File: src/rtl/if_fetch_stage_pkg.sv
// -----------------------------------------------------------------------------
// core_pkg
// Shared definitions for the instruction-fetch stage of the single-issue MIPS
// lab core.
//   fetch_state_e : fetch FSM encoding (BOOT, RUN, HALT)
//   if_id_t       : IF/ID pipeline register contents
//   TEXT_BASE     : SPIM text segment base, ROM word 0
//   INST_NOP      : all-zero instruction word (sll $0,$0,0)
//   WORD_BYTES    : bytes per instruction word
//   align_word()  : clears the byte offset of an address
// -----------------------------------------------------------------------------
package core_pkg;

    typedef enum logic [1:0] {
        ST_BOOT = 2'd0,
        ST_RUN  = 2'd1,
        ST_HALT = 2'd2
    } fetch_state_e;

    localparam logic [31:0] TEXT_BASE  = 32'h0040_0000;
    localparam logic [31:0] INST_NOP   = 32'h0000_0000;
    localparam logic [31:0] WORD_BYTES = 32'd4;

    typedef struct packed {
        logic        valid;
        logic [31:0] inst;
        logic [31:0] pc;
        logic [31:0] pc_plus4;
    } if_id_t;

    // Instructions are word aligned; the low two address bits carry no meaning
    // and are simply dropped rather than trapped.
    function automatic logic [31:0] align_word(input logic [31:0] addr);
        return {addr[31:2], 2'b00};
    endfunction

endpackage

File: src/rtl/if_fetch_stage_if.sv
// -----------------------------------------------------------------------------
// if_fetch_stage_if
// Bundles every non-clock/reset signal of the fetch stage.
//   stall, redirect_valid, redirect_pc : control from decode / branch unit
//   imem_addr, imem_data               : instruction ROM address / read data
//   if_id_valid/inst/pc/pc_plus4       : IF/ID pipeline register to decode
//   halted, fetch_count                : status
// Modports:
//   master : the fetch stage (drives address, IF/ID and status)
//   slave  : the surrounding core (drives control and ROM data)
// -----------------------------------------------------------------------------
interface if_fetch_stage_if #(
    parameter int COUNT_WIDTH = 16
);
    logic                   stall;
    logic                   redirect_valid;
    logic [31:0]            redirect_pc;
    logic [31:0]            imem_addr;
    logic [31:0]            imem_data;
    logic                   if_id_valid;
    logic [31:0]            if_id_inst;
    logic [31:0]            if_id_pc;
    logic [31:0]            if_id_pc_plus4;
    logic                   halted;
    logic [COUNT_WIDTH-1:0] fetch_count;

    modport master (
        input  stall, redirect_valid, redirect_pc, imem_data,
        output imem_addr, if_id_valid, if_id_inst, if_id_pc, if_id_pc_plus4,
               halted, fetch_count
    );

    modport slave (
        output stall, redirect_valid, redirect_pc, imem_data,
        input  imem_addr, if_id_valid, if_id_inst, if_id_pc, if_id_pc_plus4,
               halted, fetch_count
    );
endinterface

File: src/rtl/if_fetch_stage_next_pc.sv
// -----------------------------------------------------------------------------
// if_next_pc
// Combinational next-PC select for the fetch stage.
//   state_i          : current fetch FSM state
//   pc_i             : current PC register
//   stall_i          : hold request from decode / hazard unit
//   redirect_valid_i : branch/jump taken this cycle
//   redirect_pc_i    : branch/jump target (low two bits ignored)
//   pc_o             : PC to load on the next edge
//   advance_o        : the instruction at pc_i is captured this edge
//   flush_o          : a redirect discards the IF/ID contents this edge
//   last_o           : the captured instruction is the final ROM word
// Priority in RUN is redirect > stall > advance. In HALT only a redirect
// moves the PC. In BOOT everything is ignored.
// -----------------------------------------------------------------------------
module if_next_pc
    import core_pkg::*;
#(
    parameter logic [31:0] LAST_PC = 32'h0040_007C
) (
    input  fetch_state_e state_i,
    input  logic [31:0]  pc_i,
    input  logic         stall_i,
    input  logic         redirect_valid_i,
    input  logic [31:0]  redirect_pc_i,
    output logic [31:0]  pc_o,
    output logic         advance_o,
    output logic         flush_o,
    output logic         last_o
);

    always_comb begin
        // NOTE: every output gets a default before the case so that no path
        // leaves it unassigned, which would otherwise infer a latch.
        pc_o      = pc_i;
        advance_o = 1'b0;
        flush_o   = 1'b0;
        last_o    = 1'b0;

        unique case (state_i)
            ST_RUN: begin
                if (redirect_valid_i) begin
                    pc_o    = align_word(redirect_pc_i);
                    flush_o = 1'b1;
                end else if (!stall_i) begin
                    advance_o = 1'b1;
                    // The final ROM word parks the PC on itself so imem_addr
                    // stays inside the ROM while halted.
                    if (pc_i == LAST_PC) begin
                        last_o = 1'b1;
                    end else begin
                        pc_o = pc_i + WORD_BYTES;
                    end
                end
            end
            ST_HALT: begin
                if (redirect_valid_i) begin
                    pc_o    = align_word(redirect_pc_i);
                    flush_o = 1'b1;
                end
            end
            default: begin
                // BOOT: hold.
            end
        endcase
    end

endmodule

File: src/rtl/if_fetch_stage.sv
// -----------------------------------------------------------------------------
// if_fetch_stage
// Instruction-fetch stage: owns the PC, addresses the instruction ROM and
// captures its same-cycle read data into the IF/ID pipeline register.
//   clock : system clock, rising edge
//   reset : asynchronous, active-high reset
//   bus   : if_fetch_stage_if.master (control in, ROM port, IF/ID out, status)
// Parameters:
//   RESET_PC    : PC after reset (ROM word 0)
//   ADDR_WIDTH  : log2 of ROM depth in words
//   COUNT_WIDTH : width of the saturating fetched-instruction counter; must
//                 match the interface instance
// The FSM spends one cycle in BOOT after reset so the ROM output, which is
// zero while reset is held, is never captured. Capturing the last ROM word
// moves to HALT; a redirect leaves HALT.
// -----------------------------------------------------------------------------
module if_fetch_stage
    import core_pkg::*;
#(
    parameter logic [31:0] RESET_PC    = TEXT_BASE,
    parameter int          ADDR_WIDTH  = 5,
    parameter int          COUNT_WIDTH = 16
) (
    input  logic               clock,
    input  logic               reset,
    if_fetch_stage_if.master   bus
);

    localparam logic [31:0] ROM_WORDS = 32'd1 << ADDR_WIDTH;
    localparam logic [31:0] LAST_PC   = RESET_PC + WORD_BYTES * (ROM_WORDS - 32'd1);

    fetch_state_e           state_q, state_d;
    logic [31:0]            pc_q, pc_d;
    if_id_t                 if_id_q, if_id_d;
    logic [COUNT_WIDTH-1:0] count_q, count_d;

    logic advance;
    logic flush;
    logic last;

    if_next_pc #(
        .LAST_PC (LAST_PC)
    ) u_next_pc (
        .state_i          (state_q),
        .pc_i             (pc_q),
        .stall_i          (bus.stall),
        .redirect_valid_i (bus.redirect_valid),
        .redirect_pc_i    (bus.redirect_pc),
        .pc_o             (pc_d),
        .advance_o        (advance),
        .flush_o          (flush),
        .last_o           (last)
    );

    // FSM next state and IF/ID / counter next values.
    always_comb begin
        state_d = state_q;
        if_id_d = if_id_q;
        count_d = count_q;

        unique case (state_q)
            ST_BOOT: begin
                state_d = ST_RUN;
            end
            ST_RUN: begin
                if (flush) begin
                    // Flush only invalidates; the stale fields are don't-care.
                    if_id_d.valid = 1'b0;
                end else if (advance) begin
                    if_id_d.valid    = 1'b1;
                    if_id_d.inst     = bus.imem_data;
                    if_id_d.pc       = pc_q;
                    if_id_d.pc_plus4 = pc_q + WORD_BYTES;
                    if (count_q != '1) begin
                        count_d = count_q + COUNT_WIDTH'(1);
                    end
                    if (last) begin
                        state_d = ST_HALT;
                    end
                end
            end
            ST_HALT: begin
                if (flush) begin
                    if_id_d.valid = 1'b0;
                    state_d       = ST_RUN;
                end else if (!bus.stall) begin
                    // The halted instruction is handed over once, then bubbles.
                    if_id_d.valid = 1'b0;
                end
            end
            default: begin
                state_d = ST_BOOT;
            end
        endcase
    end

    // NOTE: state registers use non-blocking assignments so every flop samples
    // the pre-edge values regardless of evaluation order.
    always_ff @(posedge clock or posedge reset) begin
        if (reset) begin
            state_q <= ST_BOOT;
            pc_q    <= RESET_PC;
            if_id_q <= '{valid: 1'b0, inst: INST_NOP, pc: 32'd0, pc_plus4: 32'd0};
            count_q <= '0;
        end else begin
            state_q <= state_d;
            pc_q    <= pc_d;
            if_id_q <= if_id_d;
            count_q <= count_d;
        end
    end

    // imem_addr comes straight from the PC flop: no input-to-address path.
    assign bus.imem_addr      = pc_q;
    assign bus.if_id_valid    = if_id_q.valid;
    assign bus.if_id_inst     = if_id_q.inst;
    assign bus.if_id_pc       = if_id_q.pc;
    assign bus.if_id_pc_plus4 = if_id_q.pc_plus4;
    assign bus.halted         = (state_q == ST_HALT);
    assign bus.fetch_count    = count_q;

endmodule
File: src/flat_wrapper.sv
// flat-port wrapper written by rule: the top's interface ports become plain ports
module if_fetch_stage_flat import core_pkg::*;
#(
    parameter logic [31:0] RESET_PC    = TEXT_BASE,
    parameter int          ADDR_WIDTH  = 5,
    parameter int          COUNT_WIDTH = 16
)
  (clock, reset, bus_stall, bus_redirect_valid, bus_redirect_pc, bus_imem_data, bus_imem_addr, bus_if_id_valid, bus_if_id_inst, bus_if_id_pc, bus_if_id_pc_plus4, bus_halted, bus_fetch_count);
  if_fetch_stage_if #(.COUNT_WIDTH(COUNT_WIDTH)) bus_i ();
  input  logic clock;
  input  logic reset;
  input wire logic [$bits(bus_i.stall)-1:0] bus_stall;
  input wire logic [$bits(bus_i.redirect_valid)-1:0] bus_redirect_valid;
  input wire logic [$bits(bus_i.redirect_pc)-1:0] bus_redirect_pc;
  input wire logic [$bits(bus_i.imem_data)-1:0] bus_imem_data;
  output wire logic [$bits(bus_i.imem_addr)-1:0] bus_imem_addr;
  output wire logic [$bits(bus_i.if_id_valid)-1:0] bus_if_id_valid;
  output wire logic [$bits(bus_i.if_id_inst)-1:0] bus_if_id_inst;
  output wire logic [$bits(bus_i.if_id_pc)-1:0] bus_if_id_pc;
  output wire logic [$bits(bus_i.if_id_pc_plus4)-1:0] bus_if_id_pc_plus4;
  output wire logic [$bits(bus_i.halted)-1:0] bus_halted;
  output wire logic [$bits(bus_i.fetch_count)-1:0] bus_fetch_count;
  assign bus_i.stall = bus_stall;
  assign bus_i.redirect_valid = bus_redirect_valid;
  assign bus_i.redirect_pc = bus_redirect_pc;
  assign bus_i.imem_data = bus_imem_data;
  assign bus_imem_addr = bus_i.imem_addr;
  assign bus_if_id_valid = bus_i.if_id_valid;
  assign bus_if_id_inst = bus_i.if_id_inst;
  assign bus_if_id_pc = bus_i.if_id_pc;
  assign bus_if_id_pc_plus4 = bus_i.if_id_pc_plus4;
  assign bus_halted = bus_i.halted;
  assign bus_fetch_count = bus_i.fetch_count;
  if_fetch_stage #(.RESET_PC(RESET_PC), .ADDR_WIDTH(ADDR_WIDTH), .COUNT_WIDTH(COUNT_WIDTH)) u_core (.clock(clock), .reset(reset), .bus(bus_i));
endmodule
File: config.mk
export PLATFORM = sky130hd
export DESIGN_NAME = if_fetch_stage_flat
export DESIGN_NICKNAME = d
export VERILOG_FILES = /design/src/rtl/if_fetch_stage_pkg.sv /design/src/rtl/if_fetch_stage_if.sv /design/src/rtl/if_fetch_stage_next_pc.sv /design/src/rtl/if_fetch_stage.sv /design/src/flat_wrapper.sv
export SDC_FILE = /design/constraint.sdc
export NUM_CORES = 1
export LEC_CHECK = 0
export ABC_CLOCK_PERIOD_IN_PS = 6150
export CORE_MARGIN = 1
export CORE_UTILIZATION = 49
export DETAILED_ROUTE_END_ITERATION = 8
export GPL_TIMING_DRIVEN = 0
export PLACE_DENSITY = 0.82
export SLEW_MARGIN = 25
export SYNTH_ARGS = -nofsm -noshare
export SYNTH_HDL_FRONTEND = slang
export SYNTH_HIERARCHICAL = 1
export SYNTH_SLANG_ARGS = --single-unit
export TNS_END_PERCENT = 100
File: constraint.sdc
create_clock -name clock -period 6.15 [get_ports clock]
set_clock_uncertainty 0.05 [all_clocks]
set_input_delay 0.615 -clock clock [delete_from_list [all_inputs] [get_ports clock]]
set_output_delay 0.615 -clock clock [all_outputs]
set_load 0.05 [all_outputs]
After elaboration in Yosys (flattened, before gate mapping)
Index checks and enable logic that the tools add are counted.
Storage, ports and cells
  bits in registers: 147
  output and inout bits: 146
  bits of input ports: 68
  logic and storage cells: 55
Cells by class
  reductions and logical operators: 8
  multiplexer cells: 24
  equality and inequality tests: 13
  bitwise gates (word level): 1
  add/sub/neg operators: 2
Operators with widths (number)
  2-to-1 mux 32 bit: 4
  2-to-1 mux 97 bit: 1
  one-hot mux 32 bit (2 select lines): 1
  adder 32 x 3 -> 32 bit, second input constant: 1
  equality test 32 x 23 -> 1 bit, second input constant: 1
  adder 16 x 1 -> 16 bit, second input constant: 1
  inequality test 16 bit, second input constant: 1
  2-to-1 mux 1 bit: 12
  AND reduction 4 bit: 3
  2-to-1 mux 2 bit: 4
  inequality test 2 x 1 -> 1 bit, second input constant: 3
  inequality test 3 bit, second input constant: 2
  one-hot mux 2 bit (3 select lines): 1
  AND reduction 3 bit: 2
  inequality test 2 bit, second input constant: 2
  inequality test 3 x 1 -> 1 bit, second input constant: 1
  inequality test 3 x 2 -> 1 bit, second input constant: 1
  equality test 2 x 1 -> 1 bit, second input constant: 1
  equality test 2 bit, second input constant: 1
  zero test 2 bit: 1
  one-hot mux 1 bit (2 select lines): 1
  nonzero test 2 bit: 1
  OR reduction 2 bit: 1
  inverter 1 bit: 1

Depth between registers and ports, before layout
  depth after elaboration: 9
  depth in mapped cells: 12

Hierarchy
The synthesis kept the hierarchy.
By module, submodules not included
  if_fetch_stage: cells an instance 572, times used 1, area each 5709.2 sq um, sequential area each 3629.7 sq um
  if_next_pc: cells an instance 289, times used 1, area each 1830.5 sq um, sequential area each 0.0 sq um

Least setup slack after synthesis
Ideal clock, no wire load.
  path kind: register to register
  from: register u_core.state_q[1]
  to: register u_core.count_q[15], in the netlist u_core/bus.fetch_count[15]
  buffers on the path: 3
  cell stages (with the launch flop): 12
  period minus slack after synthesis: 2.993 ns
  slack: 3.157 ns
  arrival time: 2.802 ns
  path through: dfrtp_1 > ha_1 > nand2b_1 > inv_1 > buf_2 > buf_1 > nand4bb_1 > buf_2 > or4_4 > a21oi_4 > nand4_1 > xnor2_1
Between the ends
  longest elaborated chain between the ends: 5
RTL lines
  start: declaration: RTL line if_fetch_stage.sv:32  | fetch_state_e state_q, state_d;
  start signal: assignment: RTL line if_fetch_stage.sv:106  | state_q <= state_d;
  equality test 2 bit or equality test 2 x 1 -> 1 bit (tied branches): RTL line if_fetch_stage_next_pc.sv:40  | unique case (state_i)
  OR reduction 2 bit (no line) *
  2-to-1 mux 1 bit *
  named net u_core.flush: RTL line if_fetch_stage.sv:38  | logic flush;
  inverter 1 bit (no line) *
  AND reduction 4 bit (no line) *
  end signal: assignment: RTL line if_fetch_stage.sv:109  | count_q <= count_d;
  end: declaration: RTL line if_fetch_stage.sv:35  | logic [COUNT_WIDTH-1:0] count_q, count_d;
Mark *: on every way through the listed nets, which the timed path passes. The rest lies on a longest branch.
A chain may end at the register's enable or synchronous reset.

Worst setup path in the final report
  from: register u_core.state_q[0]
  to: register u_core.if_id_q, in the netlist u_core/bus.if_id_pc[12]
Between the ends
  longest elaborated chain between the ends: 5
RTL lines
  equality test 2 bit or equality test 2 x 1 -> 1 bit (tied branches): RTL line if_fetch_stage_next_pc.sv:40
  OR reduction 2 bit (no line) *
  2-to-1 mux 1 bit *
  named net u_core.flush: RTL line if_fetch_stage.sv:38
  inverter 1 bit (no line) *
  AND reduction 3 bit (no line) *
  end signal: assignment: RTL line if_fetch_stage.sv:103  | if_id_q <= '{valid: 1'b0, inst: INST_NOP, pc: 32'd0, pc_plus4: 32'd0};
  end signal: assignment: RTL line if_fetch_stage.sv:108  | if_id_q <= if_id_d;
  end: declaration: RTL line if_fetch_stage.sv:34  | if_id_t if_id_q, if_id_d;
Marks and branches as above.

==> impl_metrics.csv <==
group,metric,value,unit
placement,numPortBuffers,211,
hold_path,hold_class,"reg -> reg",
logic_synthesis,synthTopCellsByArea,"dfrtp_1, nand2_1, o21ai_0",
setup_path,worst_r2r_path_depth,11,
layout,final_cell_mix,"nand2_1, clkdlybuf4s50_1, dfrtp_1",
setup_path,r2r_start,"u_core/state_q[0]",
setup_path,worstSetupPathType,"reg -> reg",
hold_path,whs_path_depth,2,
drt,via_per_inst,5.79,
die,die_w,126,µm
logic_synthesis,syn_nets,934,
drt,drcViolationCount,0,
layout,final_nets,1165,
setup_path,startpoint,"u_core/state_q[0]",
timing,fin_ws,1930,ps
die,die_h,126,µm
timing,clock.fmax,237,MHz
logic_synthesis,synth_top_cell_by_area,"dfrtp_1",
drt,ant_nets,0,
timing,worst_slew_pin_slew,1050,ps
timing,slew_headroom,29.2,%
timing,maxSlewViolCount,0,
timing,fin_hold_ws,424,ps
clock_network,cts_tree,"done",
timing,finalSetupViolations,0,
power,vdd_ir_drop_max,0.192,mV
die,die_area,15900,µm²
logic_synthesis,ys_types,63,
timing,period_minus_slack,4220,ps
drt,drt_first_pass_iters,5,
setup_path,crit_chain,"inv_1 > ha_1 > nand2b_1 > inv_1 > buf_2 > buf_1 > nor4b_1 > clkbuf_1 > buf_1 > nand2_1 > nand2_1",
global_routing,grt_max_degree,100,
hold_path,min_delay_worst_endpoint,"u_core/bus.if_id_pc[3]",
logic_synthesis,syn_inst,861,
clock_network,clock-root-buffer,"clkbuf_16",
layout,drive_above_1_share,5.16,%
layout,post-route-util,71.2,%
layout,syn2layout_area_growth,39.4,%
setup_path,r2r_end,"u_core/bus.if_id_pc[12]",
clock_network,ctsResizeCount,0,
setup_path,cpLargestDelayFamily,"buffers and inverters",
logic_synthesis,syn-cell-area,7540,µm²
die,core,14800,µm²
logic_synthesis,async_reset_ff_share,100,%
timing,hold_viol,0,
logic_synthesis,synth_ff_type,"dfrtp_1",
placement,dp_slack,1770,ps
setup_path,crit_arrival,4520,ps
setup_path,slowest_delay,970,ps
logic_synthesis,ys_ff_latch,145,
timing,finalCritPeriodShare,68.6,%
logic_synthesis,yosys_warnings,6,
status,run_status,"complete, no violations",
layout,fin_cells,1289,
die,ios,214,
setup_path,crit_fanout,17,
power,total_power,3.41,mW
power,power_density,324,nW/µm²
setup_path,endpoint_kind,"flip-flop",
hold_path,hp-start,"u_core/bus.if_id_pc[3]",
layout,design_area,10500,µm²
power,p_leak,4.59,nW
placement,routabilityCongestion,0.968,
global_routing,antenna_found_initial,0,
setup_path,worst-path-buf-inv,6,
global_routing,track_usage,30.6,%
clock_network,numCtsBuffers,17,
setup_path,crit_slowest_cell,"nor4b_1",
layout,mostFrequentLayoutCell,"nand2_1",
logic_synthesis,synth_top_area_share,47.8,%
placement,dp_cells,1257,
global_routing,grt_pass1_wl,37700,µm
global_routing,grt_overflow,0,
layout,diodes,0,
timing,rsz0062_at_grt,"no",
timing,fin_tns_setup,0,ps
setup_path,reg2reg_slack,1930,ps
die,core.rowCount,44,
clock_network,clock_sinks,145,
placement,place_area,9920,µm²
logic_synthesis,synth_edf_count,0,
placement,hpwl,17300,µm
job,maxCapViolations,0,
drt,drt_iter0_markers,643,
drt,avgRoutedWirePerCell,18.5,µm
setup_path,startpoint_type,"flip-flop",
clock_network,clock_path_buffers,2,
logic_synthesis,ys_seq_area_share,48.1,%
clock_network,cts_hold_buf,0,
setup_path,cp.required,6460,ps
clock_network,post_cts_buffers,0,
clock_network,clk_pin_slew_worst_paths,60,ps
layout,fillers,1159,
clock_network,insertion_delay,420,ps
drt,vias,7462,
global_routing,grt_pass1_vias,7132,
logic_synthesis,syn-mean-instance-area,8.76,µm²
clock_network,htree_levels,4,
die,start_util,51.1,%
drt,routed_wl,23900,µm
per-layer routing:
metal / wire length [µm] / track usage (%) / vias to the layer above
met5: 0 / 0 / -
li1: - / - / 3456
met3: 2020 / 6.03 / 65
met2: 11500 / 50.2 / 401
met1: 9660 / 39.1 / 3540
met4: 754 / 13.9 / 0
cells by family (layout without fill, tap and decap cells):
logic type               count (synthesis)  in the layout  synth area share (%)
flip-flops                             145            145                  48.1
XOR/XNOR                                43             43                  5.00
buffers and inverters                   63            307                  3.37
adder cells (fa/ha/maj)                  5              5                 0.830
AND/OR/NAND/NOR                        437            437                  27.3
multiplexers                            17             17                  2.44
AO/OA/AOI/OAI                          151            151                  12.9
power by group:
| part | internal, mW | leakage (nW) | switching (mW) |
|---|---|---|---|
| Sequential | 1.09 | 1.81 | 0.159 |
| Clock | 0.640 | 0.286 | 0.387 |
| Combinational | 0.379 | 2.49 | 0.752 |
cell type report:
class / count / area [µm²] / area share [%]
inverters: 20 / 82.6 / 0.786
multi-input cells: 653 / 3660 / 34.8
plain buffers: 43 / 179 / 1.70
well taps: 184 / 230 / 2.19
clock inverters: 8 / 103 / 0.976
flip-flops and latches: 145 / 3630 / 34.5
repair buffers: 212 / 2140 / 20.4
clock buffers: 24 / 492 / 4.68
flip-flops by register name, summed over array words and instances (netlist names):
name / cells
u_core/bus.fetch_count: 16
u_core/bus.if_id_inst: 32
u_core/bus.if_id_pc: 32
u_core/bus.if_id_pc_plus4: 30
u_core/bus.if_id_valid: 1
u_core/bus.imem_addr: 32
u_core/state_q: 2
how the worst max path moves through the flow:
stage / cells past startpoint / slack, ps / end
finish: 11 / 1930 / u_core/bus.if_id_pc[12]
detailed placement: 11 / 1770 / u_core/bus.if_id_pc[24]
global route: 11 / 1770 / u_core/bus.if_id_pc[20]
floorplan: 1 / 1590 / u_core/bus.fetch_count[0]
global placement: 2 / -410 / u_core/bus.if_id_valid
CTS: 11 / 2010 / u_core/bus.if_id_pc[12]
Yosys cell counts, types with 2 or more instances:
library cell,number
nand2_1,250
dfrtp_1,144
o21ai_0,46
nor2_1,40
nand3_1,39
nand4_1,29
clkbuf_1,27
xor2_1,26
a21oi_1,24
a22oi_1,21
nor2b_1,21
inv_1,19
xnor2_1,17
and3_1,12
o21ai_1,11
a21o_1,10
nor3_1,9
buf_2,8
nor4_1,7
buf_1,6
mux2_1,6
mux2i_1,6
a31oi_1,5
and4_1,5
ha_1,5
mux2_2,5
o31ai_1,5
a221o_1,4
a221oi_1,4
a22o_1,4
nand2b_1,3
nor4_4,3
nor4b_1,3
o211ai_1,3
or3_1,3
buf_4,2
nand4b_1,2
nor3b_1,2
worst reg2reg max path, delay by kind of cell (launching register included):
kind | cells | cell delay, ps
fa+ha+maj | 1 | 360
buf+inv | 6 | 1800
flops | 1 | 430
simple gates | 4 | 1520
Power figures use the tool's default switching activity.
